[config.mk]
export PLATFORM = sky130hd
export DESIGN_NAME = whack_game_ctrl_flat
export DESIGN_NICKNAME = d
export VERILOG_FILES = /design/src/rtl/whack_game_ctrl_if.sv /design/src/rtl/whack_game_ctrl.sv /design/src/flat_wrapper.sv
export SDC_FILE = /design/constraint.sdc
export NUM_CORES = 1
export LEC_CHECK = 0
export ABC_AREA = 1
export CAP_MARGIN = 5
export CORE_MARGIN = 10
export CORE_UTILIZATION = 55
export CTS_BUF_LIST = sky130_fd_sc_hd__clkbuf_4 sky130_fd_sc_hd__clkbuf_8
export DETAILED_ROUTE_END_ITERATION = 10
export DONT_BUFFER_PORTS = 1
export PLACE_DENSITY_LB_ADDON = 0.05
export SYNTH_ARGS = -nofsm -noshare
export SYNTH_HDL_FRONTEND = slang
export SYNTH_SLANG_ARGS = --single-unit
[constraint.sdc]
create_clock -name clock -period 5.06 [get_ports clock]
set_input_delay 1.012 -clock clock [delete_from_list [all_inputs] [get_ports clock]]
set_output_delay 1.012 -clock clock [all_outputs]
set_load 0.03 [all_outputs]
[src/rtl/whack_game_ctrl_if.sv]
// Player-input bus for the whack game controller: start button level and whack attempts.
interface whack_game_ctrl_if #(
  parameter int IDX_W = 3
);
  logic             start_game;
  logic             hit_valid;
  logic [IDX_W-1:0] hit_idx;

  modport master (output start_game, hit_valid, hit_idx);
  modport slave  (input  start_game, hit_valid, hit_idx);
endinterface

[src/rtl/whack_game_ctrl.sv]
// Whack-an-engineer game sequencer: spawns moles, times windows, scores hits, counts misses.
// Optional build macro WRONG_HIT_PENALTY_EN: a wrong-index whack counts as a miss.
module whack_game_ctrl #(
  parameter int          NUM_MOLES     = 8,
  parameter int          IDX_W         = 3,
  parameter int          SCORE_W       = 8,
  parameter int          MISS_LIMIT    = 5,
  parameter int          WINDOW_CYCLES = 100,
  parameter logic [15:0] LFSR_SEED     = 16'hACE1
) (
  input  logic                 clock,
  input  logic                 reset,
  whack_game_ctrl_if.slave     bus,
  output logic [2:0]           state,
  output logic [NUM_MOLES-1:0] mole_up,
  output logic [SCORE_W-1:0]   score,
  output logic [7:0]           misses,
  output logic                 game_over,
  output logic                 hit_ok,
  output logic                 miss
);

  typedef enum logic [2:0] {
    S_IDLE   = 3'd0,
    S_START  = 3'd1,
    S_SPAWN  = 3'd2,
    S_ACTIVE = 3'd3,
    S_OVER   = 3'd4
  } state_t;

  localparam int                CNT_W    = (WINDOW_CYCLES > 2) ? $clog2(WINDOW_CYCLES) : 1;
  localparam logic [CNT_W-1:0]  CNT_LOAD = CNT_W'(WINDOW_CYCLES - 1);
  localparam logic [IDX_W:0]    NM       = (IDX_W + 1)'(NUM_MOLES);
  localparam logic [7:0]        LIMIT    = 8'(MISS_LIMIT);

  state_t               st_q, st_d;
  logic [CNT_W-1:0]     cnt_q, cnt_d;
  logic [IDX_W-1:0]     idx_q, idx_d;
  logic [15:0]          lfsr_q, lfsr_d;
  logic [SCORE_W-1:0]   score_d;
  logic [7:0]           misses_d, misses_inc;
  logic [NUM_MOLES-1:0] mole_dec;
  logic                 hit_ok_d, miss_d, take_miss;
  logic                 hit_good, hit_bad;
  logic [IDX_W:0]       raw, wrap;
  logic [IDX_W-1:0]     cand;

  // Galois form, taps 16,14,13,11
  assign lfsr_d = {1'b0, lfsr_q[15:1]} ^ (lfsr_q[0] ? 16'hB400 : 16'h0000);

  // Fold the random index into range, then step past a repeat of the last mole
  always_comb begin
    raw  = {1'b0, lfsr_q[IDX_W-1:0]};
    if (raw >= NM) raw = raw - NM;
    wrap = '0;
    cand = raw[IDX_W-1:0];
    if (cand == idx_q) begin
      wrap = {1'b0, cand} + 1'b1;
      if (wrap == NM) wrap = '0;
      cand = wrap[IDX_W-1:0];
    end
  end

  assign hit_good   = bus.hit_valid && (bus.hit_idx == idx_q);
  assign hit_bad    = bus.hit_valid && !hit_good;
  assign misses_inc = misses + 8'd1;

  always_comb begin
    st_d      = st_q;
    cnt_d     = cnt_q;
    idx_d     = idx_q;
    score_d   = score;
    misses_d  = misses;
    hit_ok_d  = 1'b0;
    miss_d    = 1'b0;
    take_miss = 1'b0;
    case (st_q)
      S_IDLE:  st_d = S_START;
      S_START: begin
        if (bus.start_game) begin
          st_d     = S_SPAWN;
          score_d  = '0;
          misses_d = '0;
        end
      end
      S_SPAWN: begin
        idx_d = cand;
        cnt_d = CNT_LOAD;
        st_d  = S_ACTIVE;
      end
      S_ACTIVE: begin
        cnt_d = cnt_q - 1'b1;
        if (hit_good) begin
          score_d  = (&score) ? score : score + 1'b1;
          hit_ok_d = 1'b1;
          st_d     = S_SPAWN;
        end else if (cnt_q == '0) begin
          take_miss = 1'b1;
        end
`ifdef WRONG_HIT_PENALTY_EN
        else if (hit_bad) begin
          take_miss = 1'b1;
        end
`endif
        if (take_miss) begin
          miss_d   = 1'b1;
          misses_d = misses_inc;
          st_d     = (misses_inc == LIMIT) ? S_OVER : S_SPAWN;
        end
      end
      S_OVER: begin
        if (bus.start_game) st_d = S_START;
      end
      default: st_d = S_IDLE;
    endcase
  end

  // Mole outputs are registered from the next-state view so they line up with state
  for (genvar i = 0; i < NUM_MOLES; i++) begin : g_dec
    assign mole_dec[i] = (st_d == S_ACTIVE) && (idx_d == IDX_W'(i));
  end

`ifndef WRONG_HIT_PENALTY_EN
  logic unused_bad;
  assign unused_bad = hit_bad;
`endif

  always_ff @(posedge clock or posedge reset) begin
    if (reset) begin
      st_q      <= S_IDLE;
      cnt_q     <= '0;
      idx_q     <= '0;
      lfsr_q    <= LFSR_SEED;
      score     <= '0;
      misses    <= '0;
      mole_up   <= '0;
      game_over <= 1'b0;
      hit_ok    <= 1'b0;
      miss      <= 1'b0;
    end else begin
      st_q      <= st_d;
      cnt_q     <= cnt_d;
      idx_q     <= idx_d;
      lfsr_q    <= lfsr_d;
      score     <= score_d;
      misses    <= misses_d;
      mole_up   <= mole_dec;
      game_over <= (st_d == S_OVER);
      hit_ok    <= hit_ok_d;
      miss      <= miss_d;
    end
  end

  assign state = st_q;

endmodule

[src/flat_wrapper.sv]
// flat-port wrapper written by rule: the top's interface ports become plain ports
module whack_game_ctrl_flat 
#(
  parameter int          NUM_MOLES     = 8,
  parameter int          IDX_W         = 3,
  parameter int          SCORE_W       = 8,
  parameter int          MISS_LIMIT    = 5,
  parameter int          WINDOW_CYCLES = 100,
  parameter logic [15:0] LFSR_SEED     = 16'hACE1
)
  (clock, reset, state, mole_up, score, misses, game_over, hit_ok, miss, bus_start_game, bus_hit_valid, bus_hit_idx);
  whack_game_ctrl_if #(.IDX_W(IDX_W)) bus_i ();
  input  logic clock;
  input  logic reset;
  output logic [2:0] state;
  output logic [NUM_MOLES-1:0] mole_up;
  output logic [SCORE_W-1:0] score;
  output logic [7:0] misses;
  output logic game_over;
  output logic hit_ok;
  output logic miss;
  input wire logic [$bits(bus_i.start_game)-1:0] bus_start_game;
  input wire logic [$bits(bus_i.hit_valid)-1:0] bus_hit_valid;
  input wire logic [$bits(bus_i.hit_idx)-1:0] bus_hit_idx;
  assign bus_i.start_game = bus_start_game;
  assign bus_i.hit_valid = bus_hit_valid;
  assign bus_i.hit_idx = bus_hit_idx;
  whack_game_ctrl #(.NUM_MOLES(NUM_MOLES), .IDX_W(IDX_W), .SCORE_W(SCORE_W), .MISS_LIMIT(MISS_LIMIT), .WINDOW_CYCLES(WINDOW_CYCLES), .LFSR_SEED(LFSR_SEED)) u_core (.clock(clock), .reset(reset), .bus(bus_i), .state(state), .mole_up(mole_up), .score(score), .misses(misses), .game_over(game_over), .hit_ok(hit_ok), .miss(miss));
endmodule
* Yosys cells after proc, flatten, opt, wreduce, memory -nomap -nowiden
Cells that the tools add are included.
Operators by class: bitwise gates (word level) 1, equal/unequal tests 21, reduce and logical (&&, ||, !) cells 17, add/sub/neg operators 4, multiplexer cells 24
Operator list (number):
- $mux 8 | 4
- $pmux 8 s2 | 2
- $mux 3 | 8
- $eq 3x3->1 const B | 6
- $add 8x1->8 const B | 2
- $mux 16 | 1
- $xor 15x16->16 | 1
- $eq 3x2->1 const B | 5
- $pmux 3 s5 | 1
- $pmux 7 s2 | 1
- $logic_and 1x1->1 | 9
- $eq 8x3->1 const B | 1
- $reduce_and 8->1 | 1
- $logic_not 7->1 | 1
- $mux 1 | 7
- $sub 7x1->7 const B | 1
- $eq 3x1->1 const B | 2
- $eq 3x3->1 | 2
- $logic_not 3->1 | 2
- $add 3x1->4 const B | 1
- $eq 4x4->1 const B | 1
- $ne 2x1->1 const B | 2
- $ne 2x2->1 const B | 2
- $reduce_and 4->1 | 1
- 2 further kinds | 3
Word-level totals: input port bits 7, logic and storage cells 77, register bits 56, output and inout bits 30

* Depth between registers and ports, before layout
Gate-level depths: netlist of run 1.
depth after elaboration 8, gate-level depth with buffers 12, gate-level depth less buffers 12

* Worst setup path after synthesis of run 1
Ideal clock, no wire load.
path kind input-to-reg, start in bus_hit_idx[2], end reg u_core.score[3], path slack 3.142 ns, buffers on the path 1, data arrival time 1.798 ns, cell stages on the path 10, library setup time 0.120 ns, required time 4.940 ns, path through inv_1 -> nand2_1 -> nand2_1 -> nor2_1 -> nand2_2 -> nand2_1 -> nand3_2 -> buf_6 -> nor3b_2 -> nor2_1
Between the ends: cells in the longest elaborated chain, start to end 4
Ends and longest elaborated chain:
- from (decl) | RTL line flat_wrapper.sv:24 | input wire logic [$bits(bus_i.hit_idx)-1:0] bus_hit_idx;
- $eq 3x3->1 | RTL line whack_game_ctrl.sv:64 | assign hit_good = bus.hit_valid && (bus.hit_idx == idx_q);
- $logic_and 1x1->1 | RTL line whack_game_ctrl.sv:64
- $ne 2x1->1 (no line)
- $reduce_and 4->1 (no line)
- to (signal assigned) | RTL line whack_game_ctrl.sv:145 | score <= score_d;
- to (decl) | RTL line whack_game_ctrl.sv:16 | output logic [SCORE_W-1:0] score,
Every way passes these cells. A chain may end at the register's enable or synchronous reset.

* Final worst setup path of run 1
start reg u_core.st_q[0] (netlist: u_core.state[0]), end reg u_core.score[6]
Between the ends: cells in the longest elaborated chain, start to end 3, elaborated cells between the ends (all ways) 8, those cells by class eq/ne (5); mux (1); reduce/logical (2)
Ends and longest elaborated chain:
- from (decl) | RTL line whack_game_ctrl.sv:36 | state_t st_q, st_d;
- from (signal assigned) | RTL line whack_game_ctrl.sv:141 | st_q <= st_d;
- $eq 3x2->1 / $eq 3x1->1 (equally long branches) | RTL line whack_game_ctrl.sv:77 | case (st_q)
- $ne 2x1->1 (no line) (tied with other cells)
- $reduce_and 4->1 (no line)
Parallel ways exist; a longest one is shown, timed or not.

==> results of run 1 <==
## layout make-up
cell class / count / area (µm²) / share of cell area [%]
multi-input cells: 211 / 1190 / 40.9
well taps: 67 / 83.8 / 2.89
repair buffers: 1 / 7.51 / 0.259
flip-flops and latches: 56 / 1410 / 48.7
inverters: 30 / 115 / 3.97
clock inverters: 3 / 25.0 / 0.864
clock buffers: 5 / 68.8 / 2.37
## synthesized netlist by cell type, types with 3 or more instances
master and n:
a21oi_1 5, dfrtp_1 48, dfstp_2 8, ha_1 6
inv_1 23, inv_2 5, nand2_1 69, nand2_2 6
nand3_1 32, nand4_1 6, nor2_1 24, nor2_2 12
nor2_4 4, nor3_1 3, o21ai_0 12, o21ai_1 6
xnor2_1 3, xor2_1 4
## final timing paths
check	startpoint	cells past startpoint	slack, ps	to
worst max-delay path	u_core.state[0]	8	2930	u_core.score[6]
worst min-delay path	u_core.lfsr_q[9]	0	360	u_core.lfsr_q[8]
worst max register to register	u_core.state[0]	8	2930	u_core.score[6]
worst min register to register	u_core.lfsr_q[9]	0	360	u_core.lfsr_q[8]
max in group asynchronous	reset	2	3730	u_core.lfsr_q[6]
min in group asynchronous	reset	1	510	u_core.score[0]
## worst max-delay path: cells and delay by family (launching register included)
kind / cells / cell delay, ps
DFF: 1 / 670
and+or+nand+nor: 8 / 1370
## registers in the layout (all words and copies together), names as in the netlist
name and cells:
u_core.lfsr_q 16, u_core.state 3, u_core.score 8, u_core.mole_up 8, u_core.misses 8, u_core.miss 1, u_core.game_over 1, u_core.hit_ok 1
u_core.cnt_q 7, u_core.idx_q 3
## kinds of logic (layout without fill, tap and decap cells)
| logic type | count (synthesis) | after routing | share of synthesized area (%) |
|---|---|---|---|
| adder cells (fa/ha/maj) | 6 | 6 | 2.74 |
| flip-flops | 56 | 56 | 51.5 |
| buffers and inverters | 34 | 39 | 5.25 |
| AND/OR/NAND/NOR | 167 | 167 | 30.6 |
| AO/OA/AOI/OAI | 29 | 29 | 6.48 |
| XOR/XNOR | 9 | 9 | 3.42 |
## per-layer routing
metal  global-route usage, %  routed length (µm)  up-vias
li1                        -                   -      976
met1                    15.7                2300      906
met2                    21.5                2540       26
met3                    4.49                 310        7
met4                    3.98                  70        0
met5                       0                   0        -
## per-stage QoR
step / power [mW] / cell area, µm² / hold slack, ps
2_1_floorplan: 1.01 / 2740 / 331
3_3_place_gp: 1.08 / 2800 / 332
3_5_place_dp: 1.08 / 2800 / 336
4_1_cts: 1.34 / 2900 / 361
5_1_grt: 1.42 / 2900 / 368
6_report: 1.33 / 2900 / 358
## power by group
| part | switching, mW | internal (mW) |
|---|---|---|
| sequential | 0.118 | 0.505 |
| combinational | 0.312 | 0.137 |
| clock | 0.153 | 0.101 |
==> impl_results.md, run 1 <==
* Status: complete, no violations
* Finished Layout Cells at approximately 370
* Sequential area share after synthesis at 51.5%
* Pwr per Cell Area at 457 nW/µm²
* Share of Yosys cell area claimed by the top area cell type at 43.8%
* Final WS setup at ~2900 ps
* Number of max-cap violations at 0
* LEAKAGE at approximately 1.4 nW
* Ys Warns at 0
* Postcts setup bufs at 0
* Biggest area consumer among synthesized cells: dfrtp_1
* CP Class: reg -> reg
* Pin count of the biggest net entering global routing at between 40 and 50
* Synth top area cells: dfrtp_1 44%, nand2_1 9.4%, dfstp_2 7.7%
* Final Hold Viols at 0
* Core area at roughly 4800 µm²
* Ant. Diodes at 0
* IO Pins at 37
* Final min period at between 2000 and 2500 ps
* Final Wtd Congestion at 0.815
* Area Growth Syn to Fin at 5.71%
* Hold buffers post-CTS at 0
* Placement Setup Slack at roughly 2800 ps
* Worst endpoint required time at 5280 ps
* DR vias/cell at a little over 5
* Most common cell after layout, fill and taps aside: nand2_1
* EDFF count, synth at 0
* Die ar. at ~8000 µm²
* Clk Latency, worst-skew pair at around 320 ps
* Final core occ at 60.5%
* Worst setup SP type: flip-flop
* Post-synthesis cell count at ~300
* PortBufs at 0
* Maximum VDD drop at around 0.26 mV
* Post-route ant nets at 0
* Post-layout nets at between 300 and 400
* Yosys reg bits at 56
* Critical path's most frequent cell: nand2_1
* Synth Cell Area at 2740 µm²
* Clock sinks at 56
* Syn Nets at 314
* Drt wl/cell at about 14 µm
* GRT Total Usage at between 10% and 20%
* Maximum fanout along the worst path at 13
* CP max stage cell: dfrtp_1
* DP HPWL at 3840 µm
* Share of layout cells above drive strength 1 at between 20% and 30%
* CTS Root Cell: clkbuf_8
* Pins Over Slew Limit at 0
* CP Capture Type: flip-flop
* H-tree levels at 2
* First-pass DRT Iterations at 4
* TritonCTS Buffers at 5
* Fmax at about 470 MHz
* Min-delay worst type: reg -> reg
* Slowest cell delay on critical path at roughly 670 ps
* Clock buffer depth at 2
* Initial antenna violation count at 0
* Tightest Pin Transition at between 400 and 500 ps
* Worst Path Arrival at roughly 2400 ps
* DIE HEIGHT at a little over 90 µm
* Period utilisation layout at between 40% and 50%
* Routed wire length at approximately 5200 µm
* GR Overflow Total at 0
* Cells after DPL at 365
* Fin Setup TNS at 0 ps
* CP Cell Sequence: nand2_1 -> nor2_1 -> nand2_1 -> nand2_1 -> nand3_2 -> nor2_1 -> nand2_1 -> and3_1
* Count of cell types in the netlist at 36
* Post-CTS sizing at 0
* CTS tree: yes
* Initial cell density of the core at between 50 and 60%
* Max Clock Skew at about 11 ps
* Setup Viol. Count Final at 0
* Ys async rst share at 100%
* Die width at approximately 91 µm
* Reg clk slew, reported paths at 110 ps
* Post-Syn Area per Cell at 9.11 µm²
* Rel. slew slack at around two thirds
* RSZ-0062 raised after global routing: false
* Via Count at 1915
* Starting DRT DRC Count at 52
* First-pass GRT wire length at 8960 µm
* Vias in the first global route at 1868
* Core Rows at 25
* Filler Cells Inserted at 430
* Most frequent cells in the layout: 69 x nand2_1, 48 x dfrtp_1, 32 x nand3_1
* Post-synth top flop: dfrtp_1
* Remaining DRCs at 0
Note: power is estimated with default switching activity, not from simulation.
==> inputs of run 2 (changes only) <==
--- a/config.mk
+++ b/config.mk
@@ -5,7 +5,7 @@
 export SDC_FILE = /design/constraint.sdc
 export NUM_CORES = 1
 export LEC_CHECK = 0
-export ABC_AREA = 1
+export ABC_AREA = 0
 export CAP_MARGIN = 5
 export CORE_MARGIN = 10
 export CORE_UTILIZATION = 55
==> constraint.sdc (replaced) <==
create_clock -name clock -period 1.9 [get_ports clock]
set_input_delay 0.38 -clock clock [delete_from_list [all_inputs] [get_ports clock]]
set_output_delay 0.38 -clock clock [all_outputs]
set_load 0.03 [all_outputs]
==> impl_results.md, run 2 <==
* Rel. slew slack at between 40 and 50%
* Share of layout cells above drive strength 1 at a little under a third
* Max Clock Skew at 8.72 ps
* Share of Yosys cell area claimed by the top area cell type at a little under half
* Via Count at 2003
* EDFF count, synth at 0
* Core area at roughly 4700 µm²
* Hold buffers post-CTS at 0
* Setup Viol. Count Final at 5
* RSZ-0062 raised after global routing: true
* DP Area at roughly 2900 µm²
* GR Overflow Total at 0
* Maximum VDD drop at 0.733 mV
* DR vias/cell at 6.05
* CTS Root Cell: clkbuf_8
* Ys Warns at 0
* Final Hold Viols at 0
* Vias in the first global route at ~2100
* Final WS setup at -23.5 ps
* Routed wire length at approximately 6000 µm
* Clock buffer depth at 2
* Fin Setup TNS at -42.1 ps
* Clock sinks at 56
* Biggest area consumer among synthesized cells: dfrtp_1
* IO Pins at 37
* Drt wl/cell at between 15 and 20 µm
* Final Wtd Congestion at 0.877
* Most frequent cells in the layout: 48 x dfrtp_1, 40 x buf_4, 19 x o21ai_0
* Post-synth top flop: dfrtp_1
* GRT Total Usage at about 16%
* Post-synth top cells: 48 x dfrtp_1, 19 x o21ai_0, 18 x nand2_1, 12 x nand3_1, 12 x nor2_1
* Tightest Pin Transition at just under 800 ps
* Clk Latency, worst-skew pair at ~320 ps
* Post-Syn Area per Cell at 11.0 µm²
* Most flop-heavy register: u_core.lfsr_q
* CTS tree: yes
* Starting DRT DRC Count at 72
* Die ar. at ~8000 µm²
* Hold slack at approximately 86 ps
* Period utilisation layout at 101%
* Final core occ at around two thirds
* Number of max-cap violations at 0
* Worst setup SP type: flip-flop
* Fmax at between 500 and 600 MHz
* Final min period at 1920 ps
* Pwr per Cell Area at approximately 1100 nW/µm²
* Count of cell types in the netlist at 53
* Remaining DRCs at 0
* DIE HEIGHT at slightly below 90 µm
* Ys async rst share at 100%
* Ant. Diodes at 0
* TritonCTS Buffers at 5
* Area Growth Syn to Fin at 19.0%
* Core Rows at 25
* Cells after DPL at approximately 320
* H-tree levels at 2
* Most common cell after layout, fill and taps aside: dfrtp_1
* Syn Nets at 252
* Post-synthesis cell count at about 240
* Most frequent cell after synthesis: dfrtp_1
* Status: complete, but fails checks
* Initial antenna violation count at 0
* Reg clk slew, reported paths at approximately 110 ps
* Failing checks: negative setup slack
* Die width at around 89 µm
* Worst Path Arrival at roughly 2200 ps
* Initial cell density of the core at between 50 and 60%
* Sequential area share after synthesis at between 50% and 60%
* Yosys reg bits at 56
* Pin count of the biggest net entering global routing at 40
* First-pass DRT Iterations at 4
* Post-layout nets at roughly 290
* PortBufs at 0
* LEAKAGE at around 1.4 nW
* Worst endpoint required time at 2130 ps
* Synth top area cells: dfrtp_1 46%, dfstp_2 8.0%, o21ai_0 3.6%
* First-pass GRT wire length at just over 10000 µm
* Post-route ant nets at 0
* DP HPWL at roughly 4500 µm
* PnR Total Power at between 3 and 4 mW
* CP Capture Type: flip-flop
* Synth Cell Area at 2630 µm²
* Maximum fanout along the worst path at 6
* Pins Over Slew Limit at 0
* Largest register FFs at 16
* CP Class: reg -> reg
* Finished Cell Area at approximately 3100 µm²
* Min-delay worst type: in -> async
* Placement Setup Slack at -57.2 ps
* Finished Layout Cells at 331
[run 2: power breakdown]
group / internal [mW] / switching, mW / total, mW
logic: 0.515 / 0.699 / 1.21
clock network: 0.271 / 0.407 / 0.679
registers: 1.37 / 0.266 / 1.63
total: 2.15 / 1.37 / 3.52
[run 2: critical path, cell delays in order, from the launching register on]
cell,delay [ps]
dfstp_2,580
xor2_2,300
or4b_4,200
nand3_2,110
or3b_4,460
nor3b_2,190
[run 2: worst paths after layout]
kind                             startpoint  cells past startpoint  slack, ps           endpoint
setup / recovery           u_core.lfsr_q[0]                      5        -20  u_core.mole_up[1]
hold / removal                        reset                      1         90    u_core.state[1]
setup reg to reg           u_core.lfsr_q[0]                      5        -20  u_core.mole_up[1]
hold reg to reg            u_core.lfsr_q[3]                      0        360   u_core.lfsr_q[2]
max in group asynchronous             reset                      2       1180  u_core.mole_up[1]
min in group clock           bus_start_game                      1        150    u_core.state[2]
[run 2: repair_timing]
| item | CTS | global route |
|---|---|---|
| resized for setup | 1 | 19 |
| pin swaps | 2 | 6 |
| endpoints found under the setup margin | 4 | 18 |
| gates cloned | 0 | 0 |
| buffers inserted | 2 | 4 |
[run 2: cell families after synthesis]
logic type	share of synthesized area (%)
AOI/OAI and AO/OA	13.3
buffers and inverters	3.56
DFF	53.6
and+or+nand+nor	20.6
muxes	1.19
adders and majority gates	2.85
xor gates and xnor gates	4.94
[run 2: metal layers]
layer	vias up	share of wire, %	global-route usage (%)	wire length, µm
met5	-	0	0	0
met2	43	52	29.0	3200
met1	1013	39	17.3	2400
met4	0	1.8	6.21	112
li1	937	-	-	-
met3	10	6.8	5.20	419
[run 2: final cells by class]
cell class / count / area, µm²
clock inverter: 3 / 27.5
inverter: 8 / 30.0
fill: 394 / 1560
timing repair buffer: 40 / 300
clock buffer: 5 / 68.8
tap: 54 / 67.6
sequential: 56 / 1410
multi-input combinational: 165 / 1230
==> inputs of run 3 (changes only) <==
--- a/config.mk
+++ b/config.mk
@@ -6,9 +6,10 @@
 export NUM_CORES = 1
 export LEC_CHECK = 0
 export ABC_AREA = 0
+export ABC_CLOCK_PERIOD_IN_PS = 1900
 export CAP_MARGIN = 5
 export CORE_MARGIN = 10
-export CORE_UTILIZATION = 55
+export CORE_UTILIZATION = 28
 export CTS_BUF_LIST = sky130_fd_sc_hd__clkbuf_4 sky130_fd_sc_hd__clkbuf_8
 export DETAILED_ROUTE_END_ITERATION = 10
 export DONT_BUFFER_PORTS = 1
==> impl_results.md, run 3 (same netlist as run 2, synthesis figures left out) <==
* Status: complete, but fails checks
* Failing checks: negative hold slack, negative setup slack
* Maximum VDD drop at around 0.38 mV
* Core area at 9200 µm²
* Cell family with most CP delay: simple AND/OR/NAND/NOR gates
* CTS tree: yes
* DP Area at between 3000 and 4000 µm²
* Fmax at between 500 and 600 MHz
* Initial antenna violation count at 0
* CP max stage cell: dfstp_2
* Buffers and inverters on the worst path at 1
* GRT Total Usage at approximately 9.7%
* Pins Over Slew Limit at 0
* Worst setup SP type: flip-flop
* Most flop-heavy register: u_core.lfsr_q
* Largest register FFs at 16
* Min-delay worst type: in -> async
* Number of max-cap violations at 0
* Clk Latency, worst-skew pair at 310 ps
* Post-route ant nets at 0
* Final Hold Viols at 4
* Routed wire length at around 6400 µm
* Worst Reg-to-Reg Cells at 6
* PortBufs at 0
* CP Cell Sequence: ha_4 -> inv_2 -> o311ai_4 -> nand3_2 -> or3b_4 -> nor3b_2
* Die ar. at approximately 14000 µm²
* DIE HEIGHT at 117 µm
* Share of layout cells above drive strength 1 at about a third
* Starting DRT DRC Count at 65
* GR Overflow Total at 0
* Pwr per Cell Area at ~1100 nW/µm²
* Die width at 117 µm
* Final Wtd Congestion at between 0.7 and 0.8
* Period utilisation layout at 101%
* End of the worst register-to-register path: u_core.mole_up[1]
* LEAKAGE at 1.51 nW
* Rel. slew slack at roughly 67%
* CP Class: reg -> reg
* Ant. Diodes at 0
* Worst Path Arrival at around 2200 ps
* First-pass DRT Iterations at 4
* Worst reg2reg setup slack at -30 ps
* CP Capture Type: flip-flop
* Hold slack at -6.78 ps
* Initial cell density of the core at between 20 and 30%
* Via Count at 1950
* Area Growth Syn to Fin at 26.3%
* Most frequent cells in the layout: 52 x buf_4, 47 x dfrtp_1, 19 x o21ai_0
* Worst path depth at 6
* Remaining DRCs at 0
* H-tree levels at 2
* Pin count of the biggest net entering global routing at 57
* Clock buffer depth at 2
* Vias in the first global route at approximately 1900
* DP HPWL at between 4000 and 5000 µm
* Worst endpoint required time at between 2000 and 2500 ps
* IO Pins at 37
* Maximum fanout along the worst path at 4
* Clock sinks at 56
* TritonCTS Buffers at 5
* CTS Root Cell: clkbuf_8
* CP endpoint: u_core.mole_up[1]
* DR vias/cell at around 4.9
* Placement Setup Slack at -29.7 ps
* First-pass GRT wire length at between 10000 and 15000 µm
* CP startpoint: u_core.lfsr_q[0]
* Fin Setup TNS at -33.0 ps
* Most common cell after layout, fill and taps aside: buf_4
* Final WS setup at -26.6 ps
* Final core occ at between 30% and 40%
* Final min period at 1930 ps
* Core Rows at 35
* Setup Viol. Count Final at 2
* Drt wl/cell at around 16 µm
* Tightest Pin Transition at roughly 490 ps
* Reg2reg start: u_core.lfsr_q[0]
* Reg clk slew, reported paths at between 100 and 150 ps
* Finished Cell Area at between 3000 and 4000 µm²
* Slowest cell delay on critical path at between 600 and 700 ps
* Hold buffers post-CTS at 0
* Post-layout nets at approximately 300
* RSZ-0062 raised after global routing: true
* PnR Total Power at ~3.6 mW
* Max Clock Skew at ~9.7 ps
==> run 3: worst min path at each step <==
| stage | start | endpoint |
|---|---|---|
| CTS | reset | u_core.score[4] |
| global placement | u_core.lfsr_q[12] | u_core.lfsr_q[11] |
| floorplan | u_core.lfsr_q[3] | u_core.lfsr_q[2] |
| detailed placement | u_core.lfsr_q[8] | u_core.lfsr_q[7] |
| global route | reset | u_core.mole_up[6] |
| finish | reset | u_core.score[2] |
==> run 3: worst reg2reg max path: stages (launching register included) <==
cell and delay (ps):
dfstp_2 620, ha_4 150, inv_2 40, o311ai_4 250, nand3_2 150, or3b_4 450, nor3b_2 200
==> run 3: repair_timing <==
item                       CTS  global route
gates resized for setup      1            21
setup endpoints to repair    4            21
buffers inserted             1             7
pin swaps                    1            10
==> run 3: through the flow <==
step	std cells	hold WS, ps
final	402	-6.78
after CTS	395	4.02
after floorplan	239	331
after detailed placement	386	340
after global routing	402	17.9
after global placement	386	335
==> run 3: metal layers <==
layer / track usage [%] / vias to the layer above / share of wire (%)
met5: 0 / - / 0
met4: 2.72 / 0 / 0.89
met3: 3.31 / 5 / 6.7
met2: 14.8 / 29 / 47
met1: 12.6 / 946 / 45
li1: - / 970 / -
==> run 3: power by group <==
part / leakage (nW) / switching, mW / internal (mW)
clock: 0.0448 / 0.406 / 0.278
combinational: 0.747 / 0.715 / 0.607
sequential: 0.716 / 0.249 / 1.37
==> run 3: cell type report <==
| class | instances | area, µm² |
|---|---|---|
| inverters | 8 | 30.0 |
| repair buffers | 54 | 422 |
| clock buffers | 6 | 76.3 |
| clock inverters | 2 | 16.3 |
| fillers | 934 | 5870 |
| multi-input cells | 165 | 1230 |
| well taps | 111 | 139 |
| flip-flops and latches | 56 | 1410 |
